==> config.mk <==
export PLATFORM = sky130hd
export DESIGN_NAME = mvma_seq_ctrl_flat
export DESIGN_NICKNAME = d
export VERILOG_FILES = /design/src/rtl/mvma_seq_ctrl_if.sv /design/src/rtl/mvma_seq_ctrl.sv /design/src/flat_wrapper.sv
export SDC_FILE = /design/constraint.sdc
export NUM_CORES = 1
export LEC_CHECK = 0
export ABC_CLOCK_PERIOD_IN_PS = 3730
export BUFFER_PORTS_ARGS = -buffer_cell sky130_fd_sc_hd__buf_2
export CORE_MARGIN = 1.5
export CORE_UTILIZATION = 45
export DETAILED_ROUTE_END_ITERATION = 16
export PLACE_DENSITY = 0.68
export SYNTH_ARGS = -nofsm -noshare
export SYNTH_HDL_FRONTEND = slang
export SYNTH_SLANG_ARGS = --single-unit
==> constraint.sdc <==
create_clock -name clk -period 3.73 [get_ports clk]
set_input_delay 0.1865 -clock clk [delete_from_list [all_inputs] [get_ports clk]]
set_output_delay 0.1865 -clock clk [all_outputs]
set_load 0.05 [all_outputs]
==> src/rtl/mvma_seq_ctrl_if.sv <==
// Handshake and datapath-control bundle between the MVMA sequencer and its layer datapath.
// The master side is the sequencer; the slave side is the stream source/sink plus datapath.
interface mvma_seq_ctrl_if #(
   parameter int LOGM = 3,
   parameter int LOGN = 3
);
   logic                 s_valid;
   logic                 s_ready;
   logic                 m_valid;
   logic                 m_ready;
   logic                 wr_en_x;
   logic [LOGN-1:0]      addr_x;
   logic [LOGM+LOGN-1:0] addr_w;
   logic [LOGM-1:0]      addr_b;
   logic                 load_bias;
   logic                 mac_en;
   logic                 store_en;
   logic                 relu_en;
   logic [LOGM-1:0]      out_index;

   modport master (
      input  s_valid, m_ready,
      output s_ready, m_valid, wr_en_x, addr_x, addr_w, addr_b,
             load_bias, mac_en, store_en, relu_en, out_index
   );

   modport slave (
      output s_valid, m_ready,
      input  s_ready, m_valid, wr_en_x, addr_x, addr_w, addr_b,
             load_bias, mac_en, store_en, relu_en, out_index
   );
endinterface

==> src/rtl/mvma_seq_ctrl.sv <==
// Sequencer for an M x N matrix-vector-multiply-accumulate layer: loads N inputs,
// walks the weight/bias ROMs row by row and hands out M results over a valid/ready stream.
module mvma_seq_ctrl #(
   parameter int M    = 8,
   parameter int N    = 8,
   parameter int LOGM = 3,
   parameter int LOGN = 3,
   parameter int RELU = 1
) (
   input  logic                 clk,
   input  logic                 reset,
   mvma_seq_ctrl_if.master      bus
);

   localparam int AW = LOGM + LOGN;
   localparam int PW = $clog2(N + 3);

   typedef enum logic [2:0] {
      LOAD    = 3'd0,
      COMPUTE = 3'd1,
      DRAIN   = 3'd2,
      FINAL   = 3'd3,
      OUT     = 3'd4
   } state_t;

   state_t          state;
   state_t          state_nxt;
   logic [PW-1:0]   phase;
   logic [LOGN-1:0] addr_x_q;
   logic [AW-1:0]   addr_w_q;
   logic [LOGM-1:0] row;
   logic            load_bias_q;
   logic            mac_en_q;
   logic            store_en_q;
   logic            relu_en_q;
   logic            s_ready_w;
   logic            m_valid_w;
   logic            s_fire;
   logic            m_fire;
   logic            last_x;
   logic            last_w;
   logic            last_row;

   assign s_ready_w = (state == LOAD);
   assign m_valid_w = (state == OUT);
   assign s_fire    = bus.s_valid & s_ready_w;
   assign m_fire    = m_valid_w & bus.m_ready;
   assign last_x    = (addr_x_q == LOGN'(N - 1));
   assign last_w    = (addr_w_q == AW'(M * N - 1));
   assign last_row  = (row == LOGM'(M - 1));

   always_ff @(posedge clk or negedge reset) begin
      if (!reset) begin
         state <= LOAD;
      end else begin
         state <= state_nxt;
      end
   end

   // phase counts c0..c(N+2) of a row; COMPUTE covers the N MAC addresses,
   // DRAIN lets the ROM and multiplier pipeline empty, FINAL is the store cycle.
   always_comb begin
      state_nxt = state;
      case (state)
         LOAD:    if (s_fire && last_x) state_nxt = COMPUTE;
         COMPUTE: if (phase == PW'(N - 1)) state_nxt = DRAIN;
         DRAIN:   if (phase == PW'(N + 1)) state_nxt = FINAL;
         FINAL:   state_nxt = OUT;
         OUT:     if (m_fire) state_nxt = last_row ? LOAD : COMPUTE;
         default: state_nxt = LOAD;
      endcase
   end

   always_ff @(posedge clk or negedge reset) begin
      if (!reset) begin
         phase       <= '0;
         addr_x_q    <= '0;
         addr_w_q    <= '0;
         row         <= '0;
         load_bias_q <= 1'b0;
         mac_en_q    <= 1'b0;
         store_en_q  <= 1'b0;
         relu_en_q   <= 1'b0;
      end else begin
         // Strobes are decoded one cycle early so they leave a flop, clean.
         load_bias_q <= (state == COMPUTE) && (phase == '0);
         mac_en_q    <= ((state == COMPUTE) || (state == DRAIN)) &&
                        (phase >= PW'(1)) && (phase <= PW'(N));
         store_en_q  <= (state == DRAIN) && (phase == PW'(N + 1));
         relu_en_q   <= (state == DRAIN) && (phase == PW'(N + 1)) && (RELU != 0);
         case (state)
            LOAD: begin
               phase <= '0;
               if (s_fire) addr_x_q <= last_x ? '0 : addr_x_q + LOGN'(1);
            end
            COMPUTE: begin
               phase    <= phase + PW'(1);
               addr_x_q <= last_x ? '0 : addr_x_q + LOGN'(1);
               addr_w_q <= last_w ? '0 : addr_w_q + AW'(1);
            end
            DRAIN, FINAL: begin
               phase <= phase + PW'(1);
            end
            OUT: begin
               phase <= '0;
               if (m_fire) begin
                  if (last_row) begin
                     row      <= '0;
                     addr_w_q <= '0;
                  end else begin
                     row <= row + LOGM'(1);
                  end
               end
            end
            default: begin
               phase <= '0;
            end
         endcase
      end
   end

   assign bus.s_ready   = s_ready_w;
   assign bus.m_valid   = m_valid_w;
   assign bus.wr_en_x   = s_fire;
   assign bus.addr_x    = addr_x_q;
   assign bus.addr_w    = addr_w_q;
   assign bus.addr_b    = row;
   assign bus.out_index = row;
   assign bus.load_bias = load_bias_q;
   assign bus.mac_en    = mac_en_q;
   assign bus.store_en  = store_en_q;
   assign bus.relu_en   = relu_en_q;

endmodule

==> src/flat_wrapper.sv <==
// flat-port wrapper written by rule: the top's interface ports become plain ports
module mvma_seq_ctrl_flat 
#(
   parameter int M    = 8,
   parameter int N    = 8,
   parameter int LOGM = 3,
   parameter int LOGN = 3,
   parameter int RELU = 1
)
  (clk, reset, bus_s_valid, bus_m_ready, bus_s_ready, bus_m_valid, bus_wr_en_x, bus_addr_x, bus_addr_w, bus_addr_b, bus_load_bias, bus_mac_en, bus_store_en, bus_relu_en, bus_out_index);
  mvma_seq_ctrl_if #(.LOGM(LOGM), .LOGN(LOGN)) bus_i ();
  input  logic clk;
  input  logic reset;
  input wire logic [$bits(bus_i.s_valid)-1:0] bus_s_valid;
  input wire logic [$bits(bus_i.m_ready)-1:0] bus_m_ready;
  output wire logic [$bits(bus_i.s_ready)-1:0] bus_s_ready;
  output wire logic [$bits(bus_i.m_valid)-1:0] bus_m_valid;
  output wire logic [$bits(bus_i.wr_en_x)-1:0] bus_wr_en_x;
  output wire logic [$bits(bus_i.addr_x)-1:0] bus_addr_x;
  output wire logic [$bits(bus_i.addr_w)-1:0] bus_addr_w;
  output wire logic [$bits(bus_i.addr_b)-1:0] bus_addr_b;
  output wire logic [$bits(bus_i.load_bias)-1:0] bus_load_bias;
  output wire logic [$bits(bus_i.mac_en)-1:0] bus_mac_en;
  output wire logic [$bits(bus_i.store_en)-1:0] bus_store_en;
  output wire logic [$bits(bus_i.relu_en)-1:0] bus_relu_en;
  output wire logic [$bits(bus_i.out_index)-1:0] bus_out_index;
  assign bus_i.s_valid = bus_s_valid;
  assign bus_i.m_ready = bus_m_ready;
  assign bus_s_ready = bus_i.s_ready;
  assign bus_m_valid = bus_i.m_valid;
  assign bus_wr_en_x = bus_i.wr_en_x;
  assign bus_addr_x = bus_i.addr_x;
  assign bus_addr_w = bus_i.addr_w;
  assign bus_addr_b = bus_i.addr_b;
  assign bus_load_bias = bus_i.load_bias;
  assign bus_mac_en = bus_i.mac_en;
  assign bus_store_en = bus_i.store_en;
  assign bus_relu_en = bus_i.relu_en;
  assign bus_out_index = bus_i.out_index;
  mvma_seq_ctrl #(.M(M), .N(N), .LOGM(LOGM), .LOGN(LOGN), .RELU(RELU)) u_core (.clk(clk), .reset(reset), .bus(bus_i));
endmodule
==> flow_metrics.py, run 1 <==
metrics = {
    "yosys": {
        "syn_area_per_cell_um2": 10.0,
        "synth-seq-cells": 22,
        "syn_inst": 118,
        "ys_seq_area_frac": 0.465,
        "synth_nets": 130,
        "synth_cell_types": 32,
        "synthesis.area_um2": 1180,
        "ys_warn_count": 0,
    },
    "critical_path": {
        "r2r_end": "u_core.bus.addr_w[5]",
        "slowest_delay_ns": 0.46,
        "startpoint_type": "flop",
        "cp_max_fo": 9,
        "critPathKind": "flop to flop",
        "cpMostUsedCell": "ha_1",
        "r2r_cells": 6,
        "critPathRequiredTime_ns": 3.98,
        "critPathSlowestCell": "or4_1",
        "end_kind": "flop",
        "reg2reg_slack_ns": 1.88,
        "reg2reg_from": "u_core.bus.addr_b[0]",
        "arrival_ns": 2.10,
        "path_cells": "ha_1 > ha_1 > nand4b_4 > a21o_4 > or4_1 > nand3_1",
    },
    "drt": {
        "routed_via_density": 5.29,
        "wl_mm": 2.11,
        "drt_iter0_markers": 5,
        "dr_wl_met3_um": 65,
        "vias": 899,
        "ant_nets": 0,
        "drc": 0,
        "drtPass1Iterations": 4,
        "wl_met2_mm": 1.04,
        "wl_per_cell_um": 12.4,
        "m1WireLength_um": 981,
        "top_layer": "met4",
    },
    "clock_tree": {
        "clock_path_buffers": 2,
        "htreeDepth": 1,
        "cts_buffers": 3,
        "cts_tree": "built",
        "path_clk_slew_ns": 0.11,
        "cts_sinks": 22,
        "clock_latency_ns": 0.30,
        "post_cts_buffers": 0,
        "cts-root-buf": "clkbuf_4",
    },
    "timing": {
        "hold_viol_final": 0,
        "period_share": 0.497,
        "max_freq_mhz": 539,
        "fin_ws_ns": 1.88,
        "timing.hold.ws_ns": 0.162,
        "setup-violations-final": 0,
        "relSlewSlack": 0.676,
        "fin_crit_ns": 1.85,
        "tns_ns": 0,
        "slew_violations": 0,
        "grt_setup_unrepaired": "no",
        "worst_slew_pin_slew_ns": 0.485,
        "skew_ns": 0.00306,
    },
    "worst_hold_path": {
        "min_path_cells": 2,
        "hold_path_class": "primary input to flop",
        "min_to": "u_core.state[2]",
        "min-delay-start": "bus_m_ready",
    },
    "outcome": {
        "status": "finished, final reports clean",
    },
    "pwr": {
        "pwr-share-seq": 0.365,
        "p_comb_frac": 0.545,
        "cellInternalPower_mw": 0.560,
        "power_density_nw_per_um2": 872,
        "clock_power_share": 0.090,
        "leakagePower_nw": 0.686,
        "ir_drop_uv": 576,
        "p_switching_mw": 0.599,
        "total_power_mw": 1.16,
        "p_sw_frac": 0.517,
    },
    "global_routing": {
        "grt_max_degree": 23,
        "grt_pass1_wl_mm": 3.53,
        "gr-usage-all-layers": 0.168,
        "antenna_found_initial": 0,
        "grt_overflow": 0,
        "grt_pass1_vias": 846,
    },
    "floorplan": {
        "rows": 18,
        "io_pins": 26,
        "die_h_um": 54.3,
        "dieArea_um2": 2950,
        "start_util": 0.478,
        "dieWidth_um": 54.3,
        "core_um2": 2480,
    },
    "place": {
        "placed_cell_area_um2": 1300,
        "hpwl_mm": 1.64,
        "numPortBuffers": 25,
        "pre_cts_ws_ns": 1.87,
        "gp_congestion": 0.866,
    },
    "final_layout": {
        "nets": 154,
        "syn_to_final_growth_pct": 12.2,
        "n_antenna_cell": 0,
        "design_area_um2": 1330,
        "drive_gt1_frac": 0.257,
    },
    "flow_run": {
        "cap_violations": 0,
    },
}
synthesized netlist by cell type, drive strengths merged:
master | n | area (um2)
dfrtp | 22 | 551
inv | 9 | 33.8
nand2 | 9 | 33.8
ha | 8 | 100
nand3 | 7 | 35.0
o21ai | 7 | 35.0
a21oi | 6 | 30.0
buf | 6 | 46.3
nor2 | 6 | 25.0
nor3 | 6 | 30.0
mux2 | 4 | 45.0
nand2b | 4 | 25.0
a21o | 3 | 30.0
and3 | 3 | 18.8
or3 | 3 | 18.8
xnor2 | 3 | 26.3
a311oi | 1 | 8.76
a31oi | 1 | 6.26
and2 | 1 | 6.26
clkbuf | 1 | 3.75
nand4b | 1 | 23.8
nand4bb | 1 | 11.3
nor3b | 1 | 7.51
nor4 | 1 | 6.26
o211ai | 1 | 7.51
o22ai | 1 | 6.26
or2 | 1 | 6.26
or4 | 1 | 7.51
layer usage:
metal  GRT usage  up-vias
li1            -      455
met1       0.210      426
met2       0.285       14
met3      0.0246        4
met4      0.0750        0
met5           0        -
power by group through the flow:
stage | clock network [mW] | registers, mW | logic [mW]
3_3_place_gp | 0 | 0.421 | 0.625
5_1_grt | 0.117 | 0.440 | 0.697
2_1_floorplan | 0 | 0.610 | 0.320
6_report | 0.104 | 0.423 | 0.632
4_1_cts | 0.108 | 0.422 | 0.641
3_5_place_dp | 0 | 0.428 | 0.638
cell usage in the layout, fill, tap and decap left out, drive strengths merged, types with 6 or more instances in the layout:
cell | netlist | layout
o21ai | 7 | 7
dfrtp | 22 | 22
nor3 | 6 | 6
inv | 9 | 9
ha | 8 | 8
nand2 | 9 | 9
nor2 | 6 | 6
nand3 | 7 | 7
a21oi | 6 | 6
buf | 6 | 25
critical path: cells and delay by family (launching register included):
kind / cells / cell delay (ns)
adders and majority gates: 2 / 0.46
AOI/OAI and AO/OA: 1 / 0.27
DFF: 1 / 0.41
and+or+nand+nor: 3 / 0.66
registers in the layout, indices dropped and copies added, names as in the netlist:
signal	flops
u_core.bus.addr_w	6
u_core.phase	4
u_core.bus.addr_b	3
u_core.bus.addr_x	3
u_core.state	3
u_core.bus.load_bias	1
u_core.bus.mac_en	1
u_core.bus.store_en	1
worst max-delay path by stage:
stage,start,endpoint,slack [ns],cells after the start
floorplan,u_core.state[2],bus_wr_en_x,1.25,3
global placement,u_core.bus.addr_b[0],u_core.bus.addr_w[5],1.97,6
detailed placement,u_core.bus.addr_b[0],u_core.bus.addr_w[5],1.87,6
CTS,u_core.bus.addr_b[0],u_core.bus.addr_w[5],1.84,6
global route,u_core.bus.addr_b[0],u_core.bus.addr_w[5],1.77,6
finish,u_core.bus.addr_b[0],u_core.bus.addr_w[5],1.88,6
area by class of cell:
type                    count  area (um2)
inverters                   9        33.8
multi-input cells          80         551
flip-flops and latches     22         551
clock buffers               3        22.5
repair buffers             26         135
well taps                  30        37.5
fillers                   234        1150
metrics by stage:
step | std cells | util
2_1_floorplan | 118 | -
3_3_place_gp | 166 | 0.524
3_5_place_dp | 166 | 0.524
4_1_cts | 170 | 0.537
5_1_grt | 170 | 0.537
6_report | 170 | 0.537
what timing repair did:
action / 4_1_cts / 5_1_grt
endpoints found under the hold margin: 22 / 0
resized for setup: 0 / 0
hold buffers: 1 / 0
cell families after synthesis:
group                    Yosys count  synth area share
AND/OR/NAND/NOR                   45             0.215
XOR/XNOR                           3            0.0222
adder cells (fa/ha/maj)            8            0.0845
buffers and inverters             16            0.0707
multiplexers                       4            0.0380
flip-flops                        22             0.465
AO/OA/AOI/OAI                     20             0.105
No activity file was read; power rests on OpenSTA's default activity.
==> run 2: changes to the inputs <==
ABC_CLOCK_PERIOD_IN_PS = 1500   (was 3730)
PLACE_DENSITY = 0.71   (was 0.68)
clock period = 1.5 ns   (was 3.73 ns; I/O delays follow)
==> run 2 against run 1 <==
Effect of this change:
- the run now ends with negative setup slack left
- clock power grew 150%
- final cell count grew 10%
- fmax grew 20%
- cell area grew 16%
- wire length grew 21%
- first-iteration DRC count shrank 20%
- count of clock-buffer cells in the layout is the same
- non-clock buffer count grew 17
- critical path depth is the same
- setup slack lost 1.9 ns
- utilization grew 8.7 points
- largest power group unchanged
==> flow_metrics.py, run 2 (synthesis gave the netlist of run 1 again) <==
metrics = {
    "global_routing": {
        "grt_pass1_wl_mm": 4.09,
        "grt_pass1_vias": 925,
        "antenna_found_initial": 0,
        "gr-usage-all-layers": 0.196,
        "grt_max_degree": 23,
        "grt_overflow": 0,
    },
    "final_layout": {
        "finalNonFillerCells": 187,
        "design_area_um2": 1550,
        "mostFrequentLayoutCells": "buf_2, buf_4, dfrtp_1",
        "largest_register_ffs": 6,
        "syn_to_final_growth_pct": 30.4,
        "drive_gt1_frac": 0.446,
        "n_antenna_cell": 0,
        "final_common_cell": "buf_2",
        "final_core_util": 0.624,
        "nets": 171,
    },
    "timing": {
        "hold_viol_final": 0,
        "fin_ws_ns": -0.0426,
        "tns_ns": -0.0858,
        "max_freq_mhz": 648,
        "relSlewSlack": 0.670,
        "timing.hold.ws_ns": 0.0761,
        "worst_slew_pin_slew_ns": 0.495,
        "slew_violations": 0,
        "period_share": 1.03,
        "setup-violations-final": 3,
        "fin_crit_ns": 1.54,
        "skew_ns": 0.00152,
        "grt_setup_unrepaired": "yes",
    },
    "critical_path": {
        "r2r_cells": 6,
        "arrival_ns": 1.78,
        "startpoint_type": "flop",
        "critPathKind": "flop to flop",
        "critPathRequiredTime_ns": 1.74,
        "end_kind": "flop",
        "cp_max_fo": 5,
    },
    "flow_run": {
        "cap_violations": 0,
    },
    "clock_tree": {
        "path_clk_slew_ns": 0.11,
        "cts_buffers": 3,
        "cts_sinks": 22,
        "htreeDepth": 1,
        "clock_latency_ns": 0.30,
        "cts-root-buf": "clkbuf_4",
        "clock_path_buffers": 2,
        "cts_tree": "built",
    },
    "worst_hold_path": {
        "hold_path_class": "primary input to flop",
        "min_path_cells": 2,
    },
    "drt": {
        "ant_nets": 0,
        "drtPass1Iterations": 4,
        "vias": 988,
        "routed_via_density": 5.28,
        "drt_iter0_markers": 4,
        "drc": 0,
        "wl_per_cell_um": 13.6,
        "wl_mm": 2.55,
    },
    "pwr": {
        "leakagePower_nw": 0.758,
        "power_density_nw_per_um2": 2080,
        "ir_drop_uv": 1860,
        "total_power_mw": 3.22,
    },
    "place": {
        "placed_cell_area_um2": 1470,
        "pre_cts_ws_ns": -0.0422,
        "numPortBuffers": 25,
        "gp_congestion": 0.845,
        "hpwl_mm": 1.95,
        "placedCellCount": 182,
    },
    "floorplan": {
        "dieArea_um2": 2950,
        "rows": 18,
        "dieWidth_um": 54.3,
        "core_um2": 2480,
        "io_pins": 26,
        "start_util": 0.478,
        "die_h_um": 54.3,
    },
    "outcome": {
        "status": "finished with violations",
        "violations": "negative setup slack",
    },
}
[run 2: final timing paths]
check                                     start              endpoint  slack (ns)
min in group asynchronous                 reset  u_core.bus.load_bias        0.26
hold / removal                      bus_m_ready       u_core.state[2]        0.08
max in group asynchronous                 reset       u_core.state[0]        0.88
setup reg to reg           u_core.bus.addr_b[1]  u_core.bus.addr_w[5]       -0.04
hold reg to reg                 u_core.phase[0]       u_core.phase[0]        0.54
setup / recovery           u_core.bus.addr_b[1]  u_core.bus.addr_w[5]       -0.04
[run 2: final cells by class]
class                   instances  area (um2)
multi-input cells              80         604
clock buffers                   3        22.5
flip-flops and latches         22         561
inverters                       9        37.5
repair buffers                 43         283
well taps                      30        37.5
fillers                       220         932
[run 2: power breakdown]
part | internal [mW] | switching (mW) | leakage [nW]
clock | 0.0936 | 0.163 | 0.0138
combinational | 0.717 | 1.21 | 0.478
sequential | 0.819 | 0.214 | 0.266
[run 2: critical path: stages, from the launching register on]
cell and delay [ns]:
dfrtp_2 0.40, ha_4 0.14, ha_4 0.14, nand4b_4 0.09, a21o_4 0.24, or4_1 0.39
nand3_1 0.08
[run 2: repair_timing]
action / CTS / global route
cloned: 0 / 0
resized for setup: 3 / 12
setup endpoints to repair: 5 / 11
hold buffers: 1 / 0
hold endpoints to repair: 22 / 0
pin swaps: 0 / 4
setup buffers: 0 / 1
[run 2: per-layer routing]
layer  wire length (um)  share of wire  global-route usage
met2               1350           0.53               0.351
met4                 44          0.017              0.0875
met1               1100           0.43               0.233
met3                 61          0.024              0.0246
met5                  0              0                   0
